==> config.mk <==
export PLATFORM = sky130hd
export DESIGN_NAME = cc_receive
export DESIGN_NICKNAME = d
export VERILOG_FILES = /design/src/rtl/cc_receive.sv
export SDC_FILE = /design/constraint.sdc
export NUM_CORES = 1
export LEC_CHECK = 0
export CORE_ASPECT_RATIO = 0.75
export CORE_MARGIN = 2
export CORE_UTILIZATION = 56
export DETAILED_ROUTE_END_ITERATION = 10
export PLACE_DENSITY = 0.77
export SLEW_MARGIN = 5
export SYNTH_ARGS = -nofsm -noshare
export SYNTH_HDL_FRONTEND = slang
export SYNTH_SLANG_ARGS = --single-unit
==> constraint.sdc <==
create_clock -name clock -period 6.3 [get_ports clock]
set_clock_uncertainty 0.05 [all_clocks]
set_input_delay 0.945 -clock clock [delete_from_list [all_inputs] [get_ports clock]]
set_output_delay 0.945 -clock clock [all_outputs]
set_load 0.03 [all_outputs]
==> src/rtl/cc_receive.sv <==
// cc_receive: 8N1 serial byte receiver that fills a subframe buffer.
//
// Bytes arriving on rx (idle high, LSB first) are written to an external
// buffer at consecutive addresses. When SUBFRAME bytes have been written the
// address wraps to 0 and done pulses. A stop-bit error or a stall of IDLE_TO
// clocks partway through a subframe pulses frame_err. A stall also restarts
// the subframe at address 0.
//
// Ports:
//   clock      system clock, rising edge
//   reset      asynchronous, active-high reset
//   rx         serial input from cc_transmit tx
//   wraddress  buffer write address (12 bits)
//   wrdata     received byte, held between writes
//   wren       one-cycle buffer write strobe
//   done       one-cycle pulse when a subframe completes
//   frame_err  one-cycle pulse on stop-bit error or idle timeout
//   busy       high whenever the receiver is not idle
module cc_receive #(
  parameter int unsigned BIT_CYC  = 50,
  parameter int unsigned SUBFRAME = 2048,
  parameter int unsigned IDLE_TO  = 1024
) (
  input  logic        clock,
  input  logic        reset,
  input  logic        rx,
  output logic [11:0] wraddress,
  output logic [7:0]  wrdata,
  output logic        wren,
  output logic        done,
  output logic        frame_err,
  output logic        busy
);

  localparam int unsigned TW = $clog2(BIT_CYC + 1);
  localparam int unsigned IW = $clog2(IDLE_TO + 1);

  localparam logic [TW-1:0] HALF_LAST = TW'(BIT_CYC / 2 - 1);
  localparam logic [TW-1:0] BIT_LAST  = TW'(BIT_CYC - 1);
  localparam logic [IW-1:0] IDLE_LAST = IW'(IDLE_TO - 1);
  localparam logic [12:0]   SUB_LAST  = 13'(SUBFRAME - 1);

  typedef enum logic [2:0] {
    StIdle,
    StStart,
    StData,
    StStop,
    StWaitHigh
  } state_e;

  state_e        state_q;
  logic          rx_meta_q;
  logic          rxs;
  logic [TW-1:0] bit_tmr_q;
  logic [2:0]    bit_idx_q;
  logic [7:0]    shift_q;
  logic [12:0]   byte_cnt_q;
  logic [IW-1:0] idle_tmr_q;

  // Synchronizer resets high so reset release never looks like a start bit.
  always_ff @(posedge clock or posedge reset) begin
    if (reset) begin
      rx_meta_q <= 1'b1;
      rxs       <= 1'b1;
    end else begin
      rx_meta_q <= rx;
      rxs       <= rx_meta_q;
    end
  end

  assign busy = (state_q != StIdle);

  always_ff @(posedge clock or posedge reset) begin
    if (reset) begin
      state_q    <= StIdle;
      bit_tmr_q  <= '0;
      bit_idx_q  <= '0;
      shift_q    <= '0;
      byte_cnt_q <= '0;
      idle_tmr_q <= '0;
      wraddress  <= '0;
      wrdata     <= '0;
      wren       <= 1'b0;
      done       <= 1'b0;
      frame_err  <= 1'b0;
    end else begin
      wren      <= 1'b0;
      done      <= 1'b0;
      frame_err <= 1'b0;

      // Advance the buffer position the cycle after each write.
      if (wren) begin
        if (byte_cnt_q == SUB_LAST) begin
          byte_cnt_q <= '0;
          wraddress  <= '0;
          done       <= 1'b1;
        end else begin
          byte_cnt_q <= byte_cnt_q + 13'd1;
          wraddress  <= wraddress + 12'd1;
        end
      end

      case (state_q)
        StIdle: begin
          if (!rxs) begin
            state_q    <= StStart;
            bit_tmr_q  <= '0;
            idle_tmr_q <= '0;
          end else if (byte_cnt_q != '0) begin
            // Stall partway through a subframe: abandon it. Placed after the
            // write-advance above so the clear wins if both ever coincide.
            if (idle_tmr_q == IDLE_LAST) begin
              frame_err  <= 1'b1;
              byte_cnt_q <= '0;
              wraddress  <= '0;
              idle_tmr_q <= '0;
            end else begin
              idle_tmr_q <= idle_tmr_q + 1'b1;
            end
          end else begin
            idle_tmr_q <= '0;
          end
        end

        StStart: begin
          // Re-check the line mid start bit to reject glitches.
          if (bit_tmr_q == HALF_LAST) begin
            if (!rxs) begin
              state_q   <= StData;
              bit_tmr_q <= '0;
              bit_idx_q <= '0;
            end else begin
              state_q <= StIdle;
            end
          end else begin
            bit_tmr_q <= bit_tmr_q + 1'b1;
          end
        end

        StData: begin
          if (bit_tmr_q == BIT_LAST) begin
            shift_q[bit_idx_q] <= rxs;
            bit_tmr_q          <= '0;
            if (bit_idx_q == 3'd7) begin
              state_q <= StStop;
            end else begin
              bit_idx_q <= bit_idx_q + 3'd1;
            end
          end else begin
            bit_tmr_q <= bit_tmr_q + 1'b1;
          end
        end

        StStop: begin
          if (bit_tmr_q == BIT_LAST) begin
            bit_tmr_q <= '0;
            if (rxs) begin
              wren    <= 1'b1;
              wrdata  <= shift_q;
              state_q <= StIdle;
            end else begin
              frame_err <= 1'b1;
              state_q   <= StWaitHigh;
            end
          end else begin
            bit_tmr_q <= bit_tmr_q + 1'b1;
          end
        end

        StWaitHigh: begin
          if (rxs) begin
            state_q <= StIdle;
          end
        end

        default: state_q <= StIdle;
      endcase
    end
  end

endmodule

* Word-level counts from Yosys, hierarchy flattened
Index checks and enable logic that the tools add are counted.
** Word-level totals
- Output and inout port bits :: 24
- Word-level logic and storage cells :: 95
- Bits in registers :: 69
** Cells by class
- Reduce and logical (&&, ||, !) cells :: 11
- Add/sub/neg operators :: 5
- Multiplexer cells :: 47
- $lt $le $gt $ge :: 2
- Equal/unequal tests :: 17
** Operators by type and width (count)
- 13-bit 2-to-1 mux :: 6
- 12-bit 2-to-1 mux :: 6
- 11-bit 2-to-1 mux :: 3
- 3-bit 2-to-1 mux :: 11
- 6-bit 2-to-1 mux :: 3
- 6-bit one-hot mux with 3 select lines :: 1
- 2-bit != test, second input constant :: 8
- 3-bit one-hot mux with 5 select lines :: 1
- 13-bit by 1-bit adder with 13-bit output, second input constant :: 1
- 13-bit by 11-bit equality test with 1-bit output, second input constant :: 1
- 13-bit nonzero test :: 1
- 12-bit by 1-bit adder with 12-bit output, second input constant :: 1
- 11-bit by 1-bit adder with 11-bit output, second input constant :: 1
- 11-bit by 10-bit equality test with 1-bit output, second input constant :: 1
- 1-bit 2-to-1 mux :: 11
- 8-bit bitwise mux :: 1
- 6-bit by 1-bit adder with 6-bit output, second input constant :: 1
- 3-bit by 2-bit equality test with 1-bit output, second input constant :: 2
- 3-bit equality test, second input constant :: 2
- 6-bit by 5-bit equality test with 1-bit output, second input constant :: 1
- 6-bit equality test, second input constant :: 1
- 3-bit one-hot mux with 2 select lines :: 1
- 6-bit AND reduction :: 1
- 3-bit nonzero test :: 2
- other kinds (14) :: 14

* Logic depth before layout (Yosys ltp)
Gate-level depths: netlist (run 1).
- Depth after elaboration :: 7
- Mapped depth :: 8
- Mapped depth without buffers :: 6

* Least setup slack after synthesis (run 1)
Ideal clock, no wire load.
- Path kind :: register to register
- Start :: reg byte_cnt_q[0]
- End :: reg idle_tmr_q[0]
- Arrival time :: 1985 ps
- Cell stages (with the launch flop) :: 7
- Required time :: 6125 ps
- Period minus slack after synthesis :: 2160 ps
- Slack :: 4140 ps
- Cells stage by stage :: dfrtp_1 -> inv_1 -> ha_1 -> or4b_1 -> o311ai_0 -> nor2_1 -> mux2_2
** On the way
- Longest elaborated chain between the ends :: 3
** Ends and longest elaborated chain
- start, declared :: line 57 : logic [12:0] byte_cnt_q;
- start signal, assigned :: line 98 : byte_cnt_q <= byte_cnt_q + 13'd1;
- 13-bit nonzero test :: line 109 : end else if (byte_cnt_q != '0) begin
- 11-bit 2-to-1 mux :: line 109
- 11-bit 2-to-1 mux :: line 105 : if (!rxs) begin
- end signal, assigned :: line 118 : idle_tmr_q <= idle_tmr_q + 1'b1;
- end, declared :: line 58 : logic [IW-1:0] idle_tmr_q;
Every way passes these cells.
A chain may end at the register's enable or synchronous reset.

* Worst setup path after layout (run 1)
- Start :: reg state_q[0]
- End :: out busy
** On the way
- Longest elaborated chain between the ends :: 1
** Ends and longest elaborated chain
- start, declared :: line 51 : state_e state_q;
- start signal, assigned :: line 75 : state_q <= StIdle;
- start signal, assigned :: line 106 : state_q <= StStart;
- start signal, assigned :: line 129 : state_q <= StData;
- 3-bit nonzero test :: line 71 : assign busy = (state_q != StIdle);
- end, declared :: line 32 : output logic busy
Every way passes these cells.

==> results of run 1 <==
kinds of logic (layout without fill, tap and decap cells):
| group | Yosys count | in the layout |
|---|---|---|
| and+or+nand+nor | 137 | 137 |
| xor gates and xnor gates | 22 | 22 |
| muxes | 18 | 18 |
| AOI/OAI and AO/OA | 58 | 58 |
| adders and majority gates | 9 | 9 |
| DFF | 69 | 69 |
| buffers and inverters | 29 | 62 |
final cells by class:
type | count | area, µm² | share of cell area [%]
Sequential cell | 69 | 1730 | 43.4
Multi-Input combinational cell | 244 | 1610 | 40.5
Tap cell | 78 | 97.6 | 2.45
Clock buffer | 9 | 124 | 3.11
Clock inverter | 7 | 75.1 | 1.89
Timing Repair Buffer | 28 | 275 | 6.91
Inverter | 18 | 67.6 | 1.70
power by group through the flow:
stage,clock network (mW),registers [mW],logic [mW]
CTS,0.368,0.485,0.0799
finish,0.356,0.486,0.0786
floorplan,0,0.478,0.0709
detailed placement,0,0.494,0.0797
global placement,0,0.492,0.0747
global route,0.389,0.489,0.0900
path summary, 6_finish.rpt:
path	from	end	slack, ns	cells after the start
worst min-delay path	rx_meta_q$_DFF_PP1_	rxs$_DFF_PP1_	0.31	0
worst max-delay path	state_q[0]$_DFFE_PP0P_	busy	3.35	4
max in group asynchronous	reset	idle_tmr_q[10]$_DFFE_PP0P_	4.55	3
worst max register to register	idle_tmr_q[0]$_DFFE_PP0P_	wraddress[8]$_DFF_PP0_	3.59	5
worst min register to register	rx_meta_q$_DFF_PP1_	rxs$_DFF_PP1_	0.31	0
min in group asynchronous	reset	wrdata[3]$_DFFE_PP0P_	1.12	3
cell usage in the layout, fill, tap and decap left out, types with 3 or more instances in the layout:
cell type,netlist,final
dfrtp_1,67,67
nor2_1,39,39
clkdlybuf4s50_1,0,26
nand2_1,21,21
nand3_1,19,19
mux2_2,18,18
inv_1,18,17
xnor2_1,16,16
nor3_1,13,13
o21ai_0,13,13
a21oi_1,10,10
nor4_1,9,9
ha_1,9,9
clkbuf_8,0,9
nand4_1,8,8
a22o_1,7,7
o31ai_1,6,6
nor2b_1,6,6
xor2_1,6,6
nand2b_1,6,6
or4_1,3,3
o211ai_1,3,3
o22ai_1,3,3
clkinvlp_4,0,3
worst max-delay path, delay by kind of cell (launching register included):
kind / cells / cell delay (ns)
buf+inv: 3 / 0.92
simple gates: 1 / 0.21
flops: 1 / 0.48
metal layers:
metal,GRT usage [%],up-vias
met3,7.17,13
met1,29.6,1250
met4,8.86,0
met2,30.2,63
li1,-,1284
met5,0,-
sequential cells by signal (all words and copies together), names as in the netlist:
name,flops
wrdata,8
state_q,3
bit_idx_q,3
shift_q,8
rx_meta_q,1
wren,1
idle_tmr_q,11
done,1
rxs,1
wraddress,12
byte_cnt_q,13
bit_tmr_q,6
frame_err,1
through the flow:
step	cell area (µm²)	setup WS, ns	power (mW)	instances
finish	3980	3.35	0.921	453
CTS	3980	3.34	0.933	453
detailed placement	3780	3.67	0.574	437
global placement	3780	3.75	0.567	437
global route	3980	3.23	0.968	453
floorplan	3470	3.57	0.549	342
==> metrics.md, run 1 <==
| Metric | Value |
|---|---|
| Crit path kind | flip-flop to primary output |
| Top Ports | 27 |
| Via count | 2610 |
| Crit path time final | about 3.0 ns |
| Sequential group share of total power | between 50% and 60% |
| Initial DRC Count | 197 |
| Antenna Violating Nets Remaining | 0 |
| Mapped Cells | about 340 |
| RSZ-0062 raised after global routing | no |
| CP max-delay cell | clkdlybuf4s50_1 |
| First-pass GRT wire length | about 11 mm |
| Final setup viols | 0 |
| Hold WS | between 0.3 and 0.4 ns |
| Worst skew pair latency | 0.35 ns |
| CTS H-tree depth | 3 |
| Critical Path AT | 1.96 ns |
| Maximum fanout along the worst path | 13 |
| Post-synthesis simple-gate area fraction | around 20% |
| Ys async rst share | 100% |
| Syn Nets | ~350 |
| Startpoint Class | flip-flop |
| Area of the die | slightly below 0.007 mm² |
| Final Max Slew Viols | 0 |
| DP HPWL | around 4.4 mm |
| Switching share of power | between 20 and 30% |
| Grt total ovfl | 0 |
| Tcrit/Tclk final | a little under half |
| Die H | 72.2 µm |
| WL met3 | between 300 and 400 µm |
| Post-Syn Area | roughly 0.0035 mm² |
| EDFF count, synth | 0 |
| Final-layout fill cell count | between 400 and 500 |
| LEAKAGE | 1.69 nW |
| Worst Tran Pin Value | a little over 1 ns |
| Syn Area/Cell | between 10 and 15 µm² |
| Setup TNS | 0 ns |
| Number of port buffers | 26 |
| TritonCTS clock tree | yes |
| Synth area leader | dfrtp_1 |
| WL met2 | roughly 2.9 mm |
| # Max-Cap Violations | 0 |
| YS warnings | 0 |
| WL final | about 6.5 mm |
| Fmax | about 340 MHz |
| Metal-1 WL | between 3 and 4 mm |
| Synth top cells by count | dfrtp_1 (67), nor2_1 (39), nand2_1 (21) |
| Unique masters post-synth | about 50 |
| Postcts setup bufs | 0 |
| Clock root buffer | clkbuf_8 |
| Worst Hold Class | flip-flop to flip-flop |
| Fin. Hold Viols | 0 |
| Area grow syn2layout | 14.7% |
| Core Area | around 0.0059 mm² |
| Clock Path Buffers | 2 |
| Clock share of power | ~39% |
| Via/cell ratio | 5.76 |
| Combinational family with the most area after synthesis | simple AND/OR/NAND/NOR gates |
| Pin count of the biggest net entering global routing | 70 |
| Initial antenna violation count | 0 |
| Hold_buf cts | 0 |
| CP endpoint kind | primary output |
| Die width | about 95 µm |
| Post-Synth XOR/XNOR Area | about 5.6% |
| Post-Synth Adder-Cell Area | approximately 3.2% |
| Yosys reg bits | 69 |
| Initial core utilization | 59.0% |
| Crit-path cells | nor3_1, buf_4, inv_1, clkdlybuf4s50_1 |
| Top cell type's share of synthesized area | approximately 48% |
| Top cells by area, synth | dfrtp_1 (48%), mux2_2 (5.8%), nor2_1 (4.2%) |
| Vias in the first global route | roughly 2300 |
| First-pass DRT Iterations | 5 |
| Max incr delay on CP | about 0.60 ns |
| Slew margin rel. | between 30% and 40% |
| Compound-cell area share of the yosys netlist | between 10% and 20% |
| Outcome | complete, no violations |
| Row cnt | 24 |
| Switch Pwr | 0.247 mW |
| Logic pwr share | 8.5% |
| Pwr Density | around 230 mW/mm² |
| Maximum vdd ir drop | 0.162 mV |
| Int Pwr | 0.673 mW |
| Final RePlAce weighted congestion | roughly 0.95 |
| Layout cells sized above 1 | between 10% and 20% |
| Cts repair resizes | 0 |
| Final net count | approximately 380 |
| CTS sink cnt | 69 |
| Ys flop type | dfrtp_1 |
| Worst-path clk slew | 0.07 ns |
| Mux contribution to synthesized area | just under 6% |
| Diode count | 0 |
| # DRC | 0 |
| Max Used Layer | met4 |
| Worst EP required | about 5.3 ns |
| CTS Buf Count | 9 |
| Wire length per cell | around 14 µm |
| Util after Layout | around 68% |
| Post-synthesis sequential area ratio | ~50% |
| Count leader, synth | dfrtp_1 |
| Total GRT Usage | around a fifth |
(Power assumes the default switching activity.)
==> run 2, diff against run 1 <==
--- a/config.mk
+++ b/config.mk
@@ -7,9 +7,9 @@
 export LEC_CHECK = 0
 export CORE_ASPECT_RATIO = 0.75
 export CORE_MARGIN = 2
-export CORE_UTILIZATION = 56
+export CORE_UTILIZATION = 52
 export DETAILED_ROUTE_END_ITERATION = 10
-export PLACE_DENSITY = 0.77
+export PLACE_DENSITY = 0.75
 export SLEW_MARGIN = 5
 export SYNTH_ARGS = -nofsm -noshare
 export SYNTH_HDL_FRONTEND = slang
==> constraint.sdc (replaced) <==
create_clock -name clock -period 2.65 [get_ports clock]
set_clock_uncertainty 0.05 [all_clocks]
set_input_delay 0.3975 -clock clock [delete_from_list [all_inputs] [get_ports clock]]
set_output_delay 0.3975 -clock clock [all_outputs]
set_load 0.03 [all_outputs]
==> run 2 against run 1 <==
Against the previous run:
- die area is 7.3% higher
- first-iteration DRC count is 47% lower
- via count grew 1.7%
- critical path depth unchanged
- clock-buffer cell count rose by 2
- largest cell class unchanged
- highest routed layer unchanged
==> metrics.md, run 2 (synthesis gave the netlist of run 1 again) <==
| Metric | Value |
|---|---|
| Worst-path clk slew | 0.07 ns (about the same) |
| Crit-path leading delay family | buffers and inverters (unchanged) |
| Fmax | 407 MHz |
| Final WS setup | 0.196 ns (was 3.35 ns) |
| CP max-delay cell | clkdlybuf4s50_1 (unchanged) |
| # Max-Cap Violations | 0 (unchanged) |
| Clock Path Buffers | 2 (unchanged) |
| RSZ-0062 raised after global routing | no (unchanged) |
| Total GRT Usage | 20.3% (was 21.1%) |
| Pin count of the biggest net entering global routing | 36 (was 70) |
| Initial core utilization | 54.4% (was 59.0%) |
| Crit path depth | 4 (unchanged) |
| First-pass GRT wire length | 11.8 mm (was 11.0 mm) |
| Final net count | 388 (was 382) |
| Initial antenna violation count | 0 (unchanged) |
| Vias in the first global route | 2484 (was 2331) |
| Final setup viols | 0 (unchanged) |
| TritonCTS clock tree | yes (unchanged) |
| Final RePlAce weighted congestion | 0.857 (was 0.955) |
| Worst skew pair latency | 0.36 ns (was 0.35 ns) |
| WL final | 6.94 mm (was 6.52 mm) |
| Final Max Slew Viols | 0 (unchanged) |
| Diode count | 0 (unchanged) |
| Die H | 74.8 µm (was 72.2 µm) |
| Core Area | 0.00638 mm² (was 0.00589 mm²) |
| R2R cell count | 6 (was 5) |
| Critical Path AT | 2.01 ns (was 1.96 ns) |
| Crit path kind | flip-flop to primary output (unchanged) |
| Hold path depth | 0 (unchanged) |
| Pwr Total | 2.43 mW (was 0.921 mW) |
| Cell Count, Final, Fillers Out | 462 (was 453) |
| Postcts setup bufs | 0 (unchanged) |
| Commonest non-fill, non-tap cell in the layout | dfrtp_1 (unchanged) |
| CTS H-tree depth | 3 (unchanged) |
| Clock root buffer | clkbuf_8 (unchanged) |
| Layout cells sized above 1 | 13.1% (was 11.7%) |
| Number of port buffers | 26 (unchanged) |
| Fin. Hold Viols | 0 (unchanged) |
| Biggest register | byte_cnt_q (unchanged) |
| Area grow syn2layout | 18.2% (was 14.7%) |
| CTS Buf Count | 9 (unchanged) |
| Cts repair resizes | 0 (unchanged) |
| Top Registers | byte_cnt_q (13), wraddress (12), idle_tmr_q (11) (unchanged) |
| Final-layout fill cell count | 523 (was 461) |
| DP HPWL | 4.92 mm (was 4.38 mm) |
| Initial DRC Count | 104 (was 197) |
| Via/cell ratio | 5.74 (was 5.76) |
| Row cnt | 25 (was 24) |
| Grt total ovfl | 0 (unchanged) |
| Maximum vdd ir drop | 0.484 mV (was 0.162 mV) |
| Cells after DPL | 446 (was 437) |
| Outcome | complete, no violations (unchanged) |
| Largest register FFs | 13 (unchanged) |
| Worst EP required | 2.20 ns (was 5.30 ns) |
| Worst Tran Pin Value | 0.901 ns (was 1.02 ns) |
| Startpoint Class | flip-flop (unchanged) |
| Area of the die | 0.00735 mm² (was 0.00685 mm²) |
| Wire length per cell | 15.0 µm (was 14.4 µm) |
| Most frequent cells in the layout | dfrtp_1 (67), nor2_1 (39), clkdlybuf4s50_1 (26), nand2_1 (21), nand3_1 (19) (unchanged) |
| Hold WS | 0.311 ns (was 0.308 ns) |
| Setup TNS | 0 ns (unchanged) |
| Via count | 2654 (was 2610) |
| CP endpoint kind | primary output (unchanged) |
| Hold_buf cts | 0 (unchanged) |
| Crit path buffers/inverters | 3 (unchanged) |
| CTS sink cnt | 69 (unchanged) |
| Crit path time final | ~2.5 ns |
| Pre-CTS WS | 0.250 ns (was 3.67 ns) |
| Tcrit/Tclk final | ~93% |
| Crit-path cells | nor3_1, buf_4, inv_1, clkdlybuf4s50_1 (unchanged) |
| Max incr delay on CP | 0.61 ns (was 0.60 ns) |
| Maximum fanout along the worst path | 13 (unchanged) |
| Worst Hold Class | flip-flop to flip-flop (unchanged) |
| Pwr Density | 592 mW/mm² (was 231 mW/mm²) |
| First-pass DRT Iterations | 4 (was 5) |
| # DRC | 0 (unchanged) |
| Slew margin rel. | 39.8% (was 32.2%) |
| Die width | 98.3 µm (was 94.9 µm) |
| LEAKAGE | 1.76 nW (was 1.69 nW) |
| Top Ports | 27 (unchanged) |
| Antenna Violating Nets Remaining | 0 (unchanged) |
-- run 2: cell types whose count changed in the layout (fill, tap and decap cells not counted) --
cell,previous run,this run
buf_4,2,7
clkinvlp_4,3,1
buf_12,0,1
inv_6,1,0
bufinv_16,1,3
clkbuf_8,9,11
clkinv_2,1,0
-- run 2: layer usage --
layer	vias up	GRT usage [%]	wire length, µm
met4	0	6.85	104
met2	53	31.1	3150
li1	1293	-	-
met3	10	5.94	331
met5	-	0	0
met1	1298	28.2	3360
-- run 2: final timing paths --
check	from	endpoint	slack, ns
setup / recovery	state_q[1]$_DFFE_PP0P_	busy	0.20
hold / removal	rx_meta_q$_DFF_PP1_	rxs$_DFF_PP1_	0.31
setup reg to reg	byte_cnt_q[0]$_DFF_PP0_	frame_err$_DFF_PP0_	0.23
hold reg to reg	rx_meta_q$_DFF_PP1_	rxs$_DFF_PP1_	0.31
max in group asynchronous	reset	rxs$_DFF_PP1_	1.56
min in group asynchronous	reset	wrdata[0]$_DFFE_PP0P_	0.35
-- run 2: area by class of cell --
class | instances | area [µm²] | area share [%]
flip-flops and latches | 69 | 1730 | 42.2
clock inverters | 5 | 106 | 2.59
well taps | 81 | 101 | 2.47
inverters | 18 | 67.6 | 1.65
multi-input cells | 244 | 1610 | 39.3
repair buffers | 34 | 333 | 8.11
clock buffers | 11 | 151 | 3.69
-- run 2: report_power, final --
part           switching [mW]  internal, mW  leakage, nW
registers              0.0625          1.09        0.946
logic                   0.113        0.0820        0.690
clock network           0.402         0.678        0.126
-- run 2: metrics by stage --
step                instance area [µm²]  utilization, %
finish                             4100            64.3
global route                       4100            64.3
CTS                                4100            64.3
detailed placement                 3840            60.2
global placement                   3840            60.2
floorplan                          3470               -
